`config.mk`:
```
export PLATFORM = sky130hd
export DESIGN_NAME = grid_access_arbiter_flat
export DESIGN_NICKNAME = d
export VERILOG_FILES = /design/src/rtl/grid_access_arbiter_if.sv /design/src/rtl/grid_access_arbiter.sv /design/src/flat_wrapper.sv
export SDC_FILE = /design/constraint.sdc
export NUM_CORES = 1
export LEC_CHECK = 0
export CAP_MARGIN = 20
export CELL_PAD_IN_SITES_DETAIL_PLACEMENT = 1
export CELL_PAD_IN_SITES_GLOBAL_PLACEMENT = 1
export CORE_MARGIN = 3
export CORE_UTILIZATION = 27
export CTS_BUF_LIST = sky130_fd_sc_hd__clkbuf_8 sky130_fd_sc_hd__clkbuf_16
export CTS_CLUSTER_DIAMETER = 80
export DETAILED_ROUTE_END_ITERATION = 10
export GPL_ROUTABILITY_DRIVEN = 0
export PLACE_DENSITY = 0.79
export SLEW_MARGIN = 10
export SYNTH_ARGS = -nofsm -noshare
export SYNTH_HDL_FRONTEND = slang
export SYNTH_SLANG_ARGS = --single-unit
```
`constraint.sdc`:
```
create_clock -name clk -period 1.85 [get_ports clk]
set_input_delay 0.2775 -clock clk [delete_from_list [all_inputs] [get_ports clk]]
set_output_delay 0.2775 -clock clk [all_outputs]
set_load 0.01 [all_outputs]
```
`src/rtl/grid_access_arbiter_if.sv`:
```
// Grid access bus: NREQ placement engines on one side and the single-port
// grid RAM on the other, both connected to the arbiter.
//   req/op/addr/wdata : per-requester request, packed NREQ-wide
//   gnt/done          : one-hot accept / completion pulses
//   rdata/claim_ok    : result of the last completed operation
//   mem_*             : grid RAM port (1-cycle registered read)
// Modports: slave = arbiter view, master = requester/RAM view.
interface grid_access_arbiter_if #(
  parameter int unsigned NREQ   = 4,
  parameter int unsigned ADDR_W = 32,
  parameter int unsigned DATA_W = 32
);
  logic [NREQ-1:0]        req;
  logic [2*NREQ-1:0]      op;
  logic [NREQ*ADDR_W-1:0] addr;
  logic [NREQ*DATA_W-1:0] wdata;
  logic [NREQ-1:0]        gnt;
  logic [NREQ-1:0]        done;
  logic [DATA_W-1:0]      rdata;
  logic                   claim_ok;
  logic                   mem_re;
  logic                   mem_we;
  logic [ADDR_W-1:0]      mem_addr;
  logic [DATA_W-1:0]      mem_din;
  logic [DATA_W-1:0]      mem_dout;

  modport slave (
    input  req, op, addr, wdata, mem_dout,
    output gnt, done, rdata, claim_ok, mem_re, mem_we, mem_addr, mem_din
  );

  modport master (
    output req, op, addr, wdata, mem_dout,
    input  gnt, done, rdata, claim_ok, mem_re, mem_we, mem_addr, mem_din
  );
endinterface

```
`src/rtl/grid_access_arbiter.sv`:
```
// Round-robin arbiter/sequencer sharing one single-port grid RAM among NREQ
// placement engines. Serialises reads and writes, and provides an atomic
// claim (read a cell, write the node id only if the cell is EMPTY).
// Ports:
//   clk   : clock
//   reset : synchronous, active-high
//   bus   : grid_access_arbiter_if.slave (requests, results, RAM port)
// All bus outputs are registered.
module grid_access_arbiter #(
  parameter int unsigned       NREQ   = 4,
  parameter int unsigned       ADDR_W = 32,
  parameter int unsigned       DATA_W = 32,
  parameter logic [DATA_W-1:0] EMPTY  = '1
) (
  input logic                  clk,
  input logic                  reset,
  grid_access_arbiter_if.slave bus
);
  localparam int unsigned PTR_W = (NREQ > 1) ? $clog2(NREQ) : 1;

  typedef enum logic [2:0] {
    IDLE  = 3'd0,
    ISSUE = 3'd1,
    WAIT  = 3'd2,
    CHECK = 3'd3,
    DONE  = 3'd4
  } state_t;

  state_t            state_q, state_d;
  logic [PTR_W-1:0]  ptr_q, ptr_d;
  logic [PTR_W-1:0]  win_q, win_d;
  logic              is_write_q, is_write_d;
  logic              is_claim_q, is_claim_d;
  logic [ADDR_W-1:0] lat_addr_q, lat_addr_d;
  logic [DATA_W-1:0] lat_wdata_q, lat_wdata_d;
  logic [DATA_W-1:0] hold_rdata_q, hold_rdata_d;
  logic              hold_ok_q, hold_ok_d;
  logic [NREQ-1:0]   gnt_q, gnt_d;
  logic [NREQ-1:0]   done_q, done_d;
  logic [DATA_W-1:0] rdata_q, rdata_d;
  logic              claim_ok_q, claim_ok_d;
  logic              mem_re_q, mem_re_d;
  logic              mem_we_q, mem_we_d;
  logic [ADDR_W-1:0] mem_addr_q, mem_addr_d;
  logic [DATA_W-1:0] mem_din_q, mem_din_d;

  // Per-requester views of the packed request fields.
  logic [1:0]        req_op    [NREQ];
  logic [ADDR_W-1:0] req_addr  [NREQ];
  logic [DATA_W-1:0] req_wdata [NREQ];

  for (genvar g = 0; g < NREQ; g++) begin : g_unpack
    assign req_op[g]    = bus.op[2*g +: 2];
    assign req_addr[g]  = bus.addr[g*ADDR_W +: ADDR_W];
    assign req_wdata[g] = bus.wdata[g*DATA_W +: DATA_W];
  end

  // Winner: first set req bit at or after ptr, wrapping.
  logic             any_req;
  logic [PTR_W-1:0] win_c;
  int unsigned      cand;

  always_comb begin
    any_req = 1'b0;
    win_c   = '0;
    cand    = 0;
    for (int unsigned i = 0; i < NREQ; i++) begin
      cand = 32'(ptr_q) + i;
      if (cand >= NREQ) cand = cand - NREQ;
      if (!any_req && bus.req[PTR_W'(cand)]) begin
        any_req = 1'b1;
        win_c   = PTR_W'(cand);
      end
    end
  end

  // Next state and next values of every registered output. Each state
  // computes what the following cycle must present on the bus.
  always_comb begin
    state_d      = state_q;
    ptr_d        = ptr_q;
    win_d        = win_q;
    is_write_d   = is_write_q;
    is_claim_d   = is_claim_q;
    lat_addr_d   = lat_addr_q;
    lat_wdata_d  = lat_wdata_q;
    hold_rdata_d = hold_rdata_q;
    hold_ok_d    = hold_ok_q;
    rdata_d      = rdata_q;
    claim_ok_d   = claim_ok_q;
    gnt_d        = '0;
    done_d       = '0;
    mem_re_d     = 1'b0;
    mem_we_d     = 1'b0;
    mem_addr_d   = '0;
    mem_din_d    = '0;

    case (state_q)
      IDLE: begin
        if (any_req) begin
          win_d        = win_c;
          is_write_d   = (req_op[win_c] == 2'b01);
          is_claim_d   = (req_op[win_c] == 2'b10);
          lat_addr_d   = req_addr[win_c];
          lat_wdata_d  = req_wdata[win_c];
          gnt_d[win_c] = 1'b1;
          mem_addr_d   = req_addr[win_c];
          if (req_op[win_c] == 2'b01) begin
            mem_we_d  = 1'b1;
            mem_din_d = req_wdata[win_c];
          end else begin
            mem_re_d = 1'b1;
          end
          state_d = ISSUE;
        end
      end
      ISSUE: begin
        if (is_write_q) begin
          done_d[win_q] = 1'b1;
          claim_ok_d    = 1'b0;
          state_d       = DONE;
        end else begin
          state_d = WAIT;
        end
      end
      WAIT: begin
        // Read data is only valid now; capture it and decide the claim here
        // so the conditional write lands in the CHECK cycle.
        hold_rdata_d = bus.mem_dout;
        hold_ok_d    = is_claim_q && (bus.mem_dout == EMPTY);
        if (is_claim_q && (bus.mem_dout == EMPTY)) begin
          mem_we_d   = 1'b1;
          mem_addr_d = lat_addr_q;
          mem_din_d  = lat_wdata_q;
        end
        state_d = CHECK;
      end
      CHECK: begin
        // Results become visible together with done and hold until the next one.
        done_d[win_q] = 1'b1;
        rdata_d       = hold_rdata_q;
        claim_ok_d    = hold_ok_q;
        state_d       = DONE;
      end
      DONE: begin
        ptr_d   = (win_q == PTR_W'(NREQ - 1)) ? '0 : win_q + 1'b1;
        state_d = IDLE;
      end
      default: state_d = IDLE;
    endcase
  end

  // State and output registers.
  always_ff @(posedge clk) begin
    if (reset) begin
      state_q      <= IDLE;
      ptr_q        <= '0;
      win_q        <= '0;
      is_write_q   <= 1'b0;
      is_claim_q   <= 1'b0;
      lat_addr_q   <= '0;
      lat_wdata_q  <= '0;
      hold_rdata_q <= '0;
      hold_ok_q    <= 1'b0;
      gnt_q        <= '0;
      done_q       <= '0;
      rdata_q      <= '0;
      claim_ok_q   <= 1'b0;
      mem_re_q     <= 1'b0;
      mem_we_q     <= 1'b0;
      mem_addr_q   <= '0;
      mem_din_q    <= '0;
    end else begin
      state_q      <= state_d;
      ptr_q        <= ptr_d;
      win_q        <= win_d;
      is_write_q   <= is_write_d;
      is_claim_q   <= is_claim_d;
      lat_addr_q   <= lat_addr_d;
      lat_wdata_q  <= lat_wdata_d;
      hold_rdata_q <= hold_rdata_d;
      hold_ok_q    <= hold_ok_d;
      gnt_q        <= gnt_d;
      done_q       <= done_d;
      rdata_q      <= rdata_d;
      claim_ok_q   <= claim_ok_d;
      mem_re_q     <= mem_re_d;
      mem_we_q     <= mem_we_d;
      mem_addr_q   <= mem_addr_d;
      mem_din_q    <= mem_din_d;
    end
  end

  assign bus.gnt      = gnt_q;
  assign bus.done     = done_q;
  assign bus.rdata    = rdata_q;
  assign bus.claim_ok = claim_ok_q;
  assign bus.mem_re   = mem_re_q;
  assign bus.mem_we   = mem_we_q;
  assign bus.mem_addr = mem_addr_q;
  assign bus.mem_din  = mem_din_q;

endmodule
```
`src/flat_wrapper.sv`:
```
// flat-port wrapper written by rule: the top's interface ports become plain ports
module grid_access_arbiter_flat 
#(
  parameter int unsigned       NREQ   = 4,
  parameter int unsigned       ADDR_W = 32,
  parameter int unsigned       DATA_W = 32,
  parameter logic [DATA_W-1:0] EMPTY  = '1
)
  (clk, reset, bus_req, bus_op, bus_addr, bus_wdata, bus_mem_dout, bus_gnt, bus_done, bus_rdata, bus_claim_ok, bus_mem_re, bus_mem_we, bus_mem_addr, bus_mem_din);
  grid_access_arbiter_if #(.NREQ(NREQ), .ADDR_W(ADDR_W), .DATA_W(DATA_W)) bus_i ();
  input logic clk;
  input logic reset;
  input wire logic [$bits(bus_i.req)-1:0] bus_req;
  input wire logic [$bits(bus_i.op)-1:0] bus_op;
  input wire logic [$bits(bus_i.addr)-1:0] bus_addr;
  input wire logic [$bits(bus_i.wdata)-1:0] bus_wdata;
  input wire logic [$bits(bus_i.mem_dout)-1:0] bus_mem_dout;
  output wire logic [$bits(bus_i.gnt)-1:0] bus_gnt;
  output wire logic [$bits(bus_i.done)-1:0] bus_done;
  output wire logic [$bits(bus_i.rdata)-1:0] bus_rdata;
  output wire logic [$bits(bus_i.claim_ok)-1:0] bus_claim_ok;
  output wire logic [$bits(bus_i.mem_re)-1:0] bus_mem_re;
  output wire logic [$bits(bus_i.mem_we)-1:0] bus_mem_we;
  output wire logic [$bits(bus_i.mem_addr)-1:0] bus_mem_addr;
  output wire logic [$bits(bus_i.mem_din)-1:0] bus_mem_din;
  assign bus_i.req = bus_req;
  assign bus_i.op = bus_op;
  assign bus_i.addr = bus_addr;
  assign bus_i.wdata = bus_wdata;
  assign bus_i.mem_dout = bus_mem_dout;
  assign bus_gnt = bus_i.gnt;
  assign bus_done = bus_i.done;
  assign bus_rdata = bus_i.rdata;
  assign bus_claim_ok = bus_i.claim_ok;
  assign bus_mem_re = bus_i.mem_re;
  assign bus_mem_we = bus_i.mem_we;
  assign bus_mem_addr = bus_i.mem_addr;
  assign bus_mem_din = bus_i.mem_din;
  grid_access_arbiter #(.NREQ(NREQ), .ADDR_W(ADDR_W), .DATA_W(DATA_W), .EMPTY(EMPTY)) u_core (.clk(clk), .reset(reset), .bus(bus_i));
endmodule
```
* Word level (Yosys, flattened, before mapping)
Index checks and enable logic that the tools add are counted.
Storage, ports and cells: register bits 213, output and inout bits 107, word-level logic and storage cells 118
Operators by class: $add $sub $neg 8, order comparisons 13, equality and inequality tests 10, multiplexer cells 53, bitwise gates (word level) 3, reductions and logical operators 14
Operators by type and width (number):
- $mux W32 | 9
- $bmux W32 S2 | 2
- $pmux W32 S2 | 2
- $eq A32 B32 Y1 const B | 1
- $mux W2 | 11
- $lt A2 B3 Y1 const B | 6
- $mux W1 | 15
- $ge A3 B3 Y1 const B | 4
- $pmux W3 S4 | 1
- $bmux W1 S2 | 4
- $pmux W4 S2 | 1
- $sub A2 B1 Y2 const B | 4
- $add A2 B2 Y3 const B | 2
- $eq A3 B2 Y1 const B | 2
- $logic_and A1 B1 Y1 | 6
- $mux W3 | 2
- $bmux W2 S2 | 1
- $demux W1 S2 | 2
- $eq A2 B2 Y1 const B | 2
- $ge A2 B1 Y1 const B | 2
- $mux W4 | 1
- $ne A2 B1 Y1 const B | 2
- $pmux W1 S2 | 2
- $reduce_and A2 Y1 | 2
- 12 further kinds | 15

* Depth between registers and ports, before layout
depth in word-level cells 22, depth in mapped cells 9, mapped depth without buffers 6

* Worst setup path before layout
No wires, ideal clock.
kind reg2reg, from register u_core.ptr_q[0], to register u_core.mem_re_q, in the netlist u_core.bus.mem_re, library setup time 115 ps, arrival 1742 ps, path slack -7 ps, cell stages (with the launch flop) 7, cell sequence dfxtp_1 and2b_1 o21a_1 nor3_2 buf_4 mux2_2 and2_1
On the way: word-level cells in the longest chain between the ends 20, elaborated cells on any way between the ends 45, those cells by class 7 x add/sub; 4 x order compare; 1 x eq/ne; 24 x mux; 2 x bitwise; 7 x reduce/logical
Ends and longest elaborated chain:
- from (decl) | RTL line grid_access_arbiter.sv:30 | logic [PTR_W-1:0] ptr_q, ptr_d;
- from (signal assigned) | RTL line grid_access_arbiter.sv:175 | ptr_q <= ptr_d;
- branches (longest 20 deep; another with $add A2 B1 Y3)
- to (signal assigned) | RTL line grid_access_arbiter.sv:187 | mem_re_q <= mem_re_d;
- to (decl) | RTL line grid_access_arbiter.sv:42 | logic mem_re_q, mem_re_d;
Parallel ways; which one is timed is not known. The select of a mux whose other input is x is not followed. A chain may end at the register's enable or synchronous reset.

* Worst setup path in the final report
from register u_core.ptr_q[0], to register u_core.mem_din_q[30], in the netlist u_core.bus.mem_din[30]
On the way: word-level cells in the longest chain between the ends 22, elaborated cells on any way between the ends 48, those cells by class 7 x add/sub; 4 x order compare; 1 x eq/ne; 29 x mux; 1 x bitwise; 6 x reduce/logical
Ends and longest elaborated chain:
- branches (longest 20 deep; another with $add A2 B1 Y3)
- $mux W32 * | RTL line grid_access_arbiter.sv:100 | if (any_req) begin
- $pmux W32 S2 * | RTL line grid_access_arbiter.sv:98 | case (state_q)
- to (signal assigned) | RTL line grid_access_arbiter.sv:190 | mem_din_q <= mem_din_d;
- to (decl) | RTL line grid_access_arbiter.sv:45 | logic [DATA_W-1:0] mem_din_q, mem_din_d;
Every way passes the cells marked *. The select of a mux whose other input is x is not followed.

==> Flow_metrics.wiki <==
{| class="wikitable"
! Metric !! Value
|-
| Register bit count reported by yosys || 213
|-
| Total length of routed wires || 42.47 mm
|-
| Largest buffer count on any clock path || 3
|-
| Leading cell types by count after synthesis || sky130_fd_sc_hd__nand2_1, sky130_fd_sc_hd__dfxtp_1, sky130_fd_sc_hd__a21oi_1
|-
| Synthesized-area fraction occupied by ao, oa, aoi and oai cells || 23.25%
|-
| Ratio of final minimum period to clock period || 106.3%
|-
| Number of distinct library cells after synthesis || 49
|-
| Setup total negative slack || -6618 ps
|-
| Die width || 188.1 um
|-
| Area added between synthesis and finish || 82.13%
|-
| Proportion of power drawn by combinational gates || 24.0%
|-
| Count of vias placed by the detailed router || 9921
|-
| DR DRC count || 0
|-
| Post-Synth XOR/XNOR Area || 0%
|-
| Vias per inst || 5.033
|-
| Hold-fix buffer count after cts || 0
|-
| Share of the synthesized area in the top cell type || 47.62%
|-
| Cells after synthesis || 1051
|-
| Critical path arrival || 2410 ps
|-
| Cell with the most instances after synthesis || sky130_fd_sc_hd__nand2_1
|-
| Result of the run || finished with violations
|-
| Final Hold Slack || 170.9 ps
|-
| Cell Int Power || 9885 uW
|-
| Number of cells in the design after placement || 1898
|-
| Power dissipated by switching net loads || 3688 uW
|-
| Endpoint class of the critical path || flip-flop
|-
| Count of final max-slew check failures || 0
|-
| Final net count || 1817
|-
| Top post-synthesis cells by area || sky130_fd_sc_hd__dfxtp_1, sky130_fd_sc_hd__nand2_1, sky130_fd_sc_hd__a21oi_1
|-
| Classification of the worst-slack hold path || input pin to flip-flop
|-
| Clock sinks || 213
|-
| Number of clock buffers inserted by TritonCTS || 24
|-
| Insertion delay of the later-clocked pin in the worst-skew pair || 520 ps
|-
| Share of cell area taken by muxes after synthesis || 7.880%
|-
| Pin count of the biggest net entering global routing || 97
|-
| Post-Synthesis Cell Area || 8955 um^2
|-
| DRT Pass-1 Iters || 4
|-
| Seq pwr share || 37.6%
|-
| Fraction of final layout cells with drive strength greater than 1 || 19.49%
|-
| Tightest Pin Transition || 571.2 ps
|-
| Power consumption || 13570 uW
|-
| Fmax || 508.6 MHz
|-
| Setup crit start kind || flip-flop
|-
| Count of input and output buffers || 408
|-
| Sequential element share of the synthesized area || 47.62%
|-
| Initial core utilization || 27.45%
|-
| Setup repair after global routing missed its margin || yes
|-
| HPWL after detailed placement || 27.13 mm
|-
| CTS clk-pin slew, worst paths || 60 ps
|-
| Number of max-capacitance violations reported || 0
|-
| Vias in the first global route || 10498
|-
| H-tree level count || 1
|-
| Share of synthesized registers carrying an async set or reset || 0%
|-
| Worst-case setup margin in the final layout || -116.3 ps
|-
| Minimum period implied by the final worst setup slack || 1966 ps
|-
| Top FF cell, synth || sky130_fd_sc_hd__dfxtp_1
|-
| Adder-cell share of the synthesized area || 0.5589%
|-
| Category of the critical setup timing path || flip-flop to flip-flop
|-
| Final setup violating endpoints || 116
|-
| Clock network fraction of design power || 38.3%
|-
| GRT overflow || 0
|-
| GRT Total Usage || 21.08%
|-
| Dpl ws || -687.1 ps
|-
| Number of antenna violations at the first check in global routing || 0
|-
| Maximum clock skew at final layout || 13.36 ps
|-
| Combinational family with the most area after synthesis || compound AO/OA/AOI/OAI gates
|-
| CTS tree || done
|-
| Die Footprint || 35390 um^2
|-
| Area taken by flip-flops and latches || 4269 um^2
|-
| Number of flops mapped to enable cells by yosys || 0
|-
| Total power divided by cell area || 832.2 nW/um^2
|-
| Antenna Nets Post-Route || 0
|-
| Violated checks || negative setup slack
|-
| Die extent in y || 188.1 um
|-
| Multi-input gate area || 4981 um^2
|-
| Floorplan row count || 66
|-
| Worst VDD drop || 0.5209 mV
|-
| Clock root buffer || sky130_fd_sc_hd__clkbuf_16
|-
| Count of filler cells inserted in the layout || 3584
|-
| Critical Path Fanout Max || 8
|-
| DRC marker count from the first detailed-route iteration || 414
|-
| Yosys top cell by area || sky130_fd_sc_hd__dfxtp_1
|-
| Switching part of the total || 27.17%
|-
| Synth warnings || 0
|-
| Wire length of the first global-routing pass || 59.25 mm
|-
| Post-Synthesis Mean Instance Area || 8.520 um^2
|-
| Routed length per placed instance || 21.54 um
|-
| Leakage Power || 0.006053 uW
|-
| Core box area || 32620 um^2
|-
| Hold violation count in the final report || 0
|-
| Rel. slew slack || 61.92%
|-
| Fraction of the mapped netlist area in simple logic gates || 15.55%
|-
| Number of cells in the finished layout apart from fillers || 1971
|-
| Synthesized net count || 1357
|-
| Number of diodes added for antenna fixing || 0
|-
| Endpoint required time on the critical path || 2290 ps
|-
| I/O pin count || 409
|}
==> sequential cells by signal (all words and copies together) (netlist names), 2 cells and up <==
| register | cells |
|---|---|
| u_core.bus.mem_addr | 32 |
| u_core.state_q | 3 |
| u_core.lat_wdata_q | 32 |
| u_core.bus.rdata | 32 |
| u_core.bus.mem_din | 32 |
| u_core.bus.gnt | 4 |
| u_core.bus.done | 4 |
| u_core.win_q | 2 |
| u_core.ptr_q | 2 |
| u_core.hold_rdata_q | 32 |
| u_core.lat_addr_q | 32 |
==> repair_timing <==
item | CTS | global route
pin swaps | 39 | 74
setup buffers | 5 | 4
gates resized for setup | 77 | 118
cloned | 11 | 12
endpoints found under the setup margin | 133 | 133
==> layout make-up <==
type / instances / area share (%)
Clock buffer: 31 / 4.342
Multi-Input combinational cell: 745 / 30.54
Tap cell: 442 / 3.391
Sequential cell: 213 / 26.18
Clock inverter: 13 / 1.013
Timing Repair Buffer: 522 / 34.42
Inverter: 5 / 0.1151
==> per-layer routing <==
layer	track usage (%)	share of wire, %
met5	0	0
met1	22.62	36
met3	5.496	7.7
met4	6.003	3.2
met2	40.38	53
==> stage by stage <==
step,cell area [um^2],util (%)
floorplan,8961,-
global placement,14000,42.93
detailed placement,14000,42.93
CTS,15520,47.59
global route,16310,50.00
finish,16310,50.00
==> critical path: stages (launching register included) <==
cell,delay [ps]
sky130_fd_sc_hd__dfxtp_2,320
sky130_fd_sc_hd__and2b_2,230
sky130_fd_sc_hd__o32a_4,350
sky130_fd_sc_hd__buf_12,160
sky130_fd_sc_hd__mux2i_4,190
sky130_fd_sc_hd__o22a_4,320
sky130_fd_sc_hd__buf_12,180
sky130_fd_sc_hd__o21ai_2,130
==> worst paths after layout <==
| kind | start | end | slack, ps | cells after the start |
|---|---|---|---|---|
| worst max-delay path | u_core.ptr_q[0] | u_core.bus.mem_din[30] | -120 | 7 |
| worst min-delay path | bus_mem_dout[23] | u_core.hold_rdata_q[23] | 170 | 4 |
| worst max register to register | u_core.ptr_q[0] | u_core.bus.mem_din[30] | -120 | 7 |
| worst min register to register | u_core.lat_wdata_q[8] | u_core.bus.mem_din[8] | 450 | 2 |
==> layout by cell type (no fill, tap or decap), types with 5 or more instances in the layout <==
cell type                         Yosys  final
sky130_fd_sc_hd__o21ai_2              0     16
sky130_fd_sc_hd__clkbuf_16            0     34
sky130_fd_sc_hd__inv_1                5     10
sky130_fd_sc_hd__and2_1               8      7
sky130_fd_sc_hd__buf_12               0     18
sky130_fd_sc_hd__o22ai_4              0      7
sky130_fd_sc_hd__nand2_2              0      9
sky130_fd_sc_hd__dfxtp_1            213    211
sky130_fd_sc_hd__clkbuf_8             0      6
sky130_fd_sc_hd__a21oi_2              0     46
sky130_fd_sc_hd__nand2_1            263    249
sky130_fd_sc_hd__nand2_4              0      5
sky130_fd_sc_hd__o22ai_2              0     28
sky130_fd_sc_hd__nand2b_4             0      5
sky130_fd_sc_hd__o21ai_1             31     16
sky130_fd_sc_hd__buf_6                7      9
sky130_fd_sc_hd__buf_16               0     11
sky130_fd_sc_hd__nand4_1              8      8
sky130_fd_sc_hd__o22ai_1             65     30
sky130_fd_sc_hd__a211o_1             63     63
sky130_fd_sc_hd__mux2i_1             68     63
sky130_fd_sc_hd__clkdlybuf4s50_1      0    403
sky130_fd_sc_hd__buf_4               12     64
sky130_fd_sc_hd__a21oi_1            167    120
sky130_fd_sc_hd__nor2_1              15     15
==> cell families (layout without fill, tap and decap cells) <==
| group | Yosys count | count (layout) |
|---|---|---|
| buffers and inverters | 94 | 571 |
| muxes | 70 | 70 |
| AOI/OAI and AO/OA | 342 | 342 |
| adders and majority gates | 4 | 4 |
| and+or+nand+nor | 328 | 329 |
| DFF | 213 | 213 |
==> power groups by stage <==
stage | combinational, uW | clock, uW | sequential [uW]
5_1_grt | 3470 | 5510 | 5140
2_1_floorplan | 1170 | 0 | 5190
4_1_cts | 2960 | 5310 | 5090
6_report | 3260 | 5210 | 5110
3_3_place_gp | 2640 | 0 | 5170
3_5_place_dp | 2700 | 0 | 5190
Power figures use the tool's default switching activity.
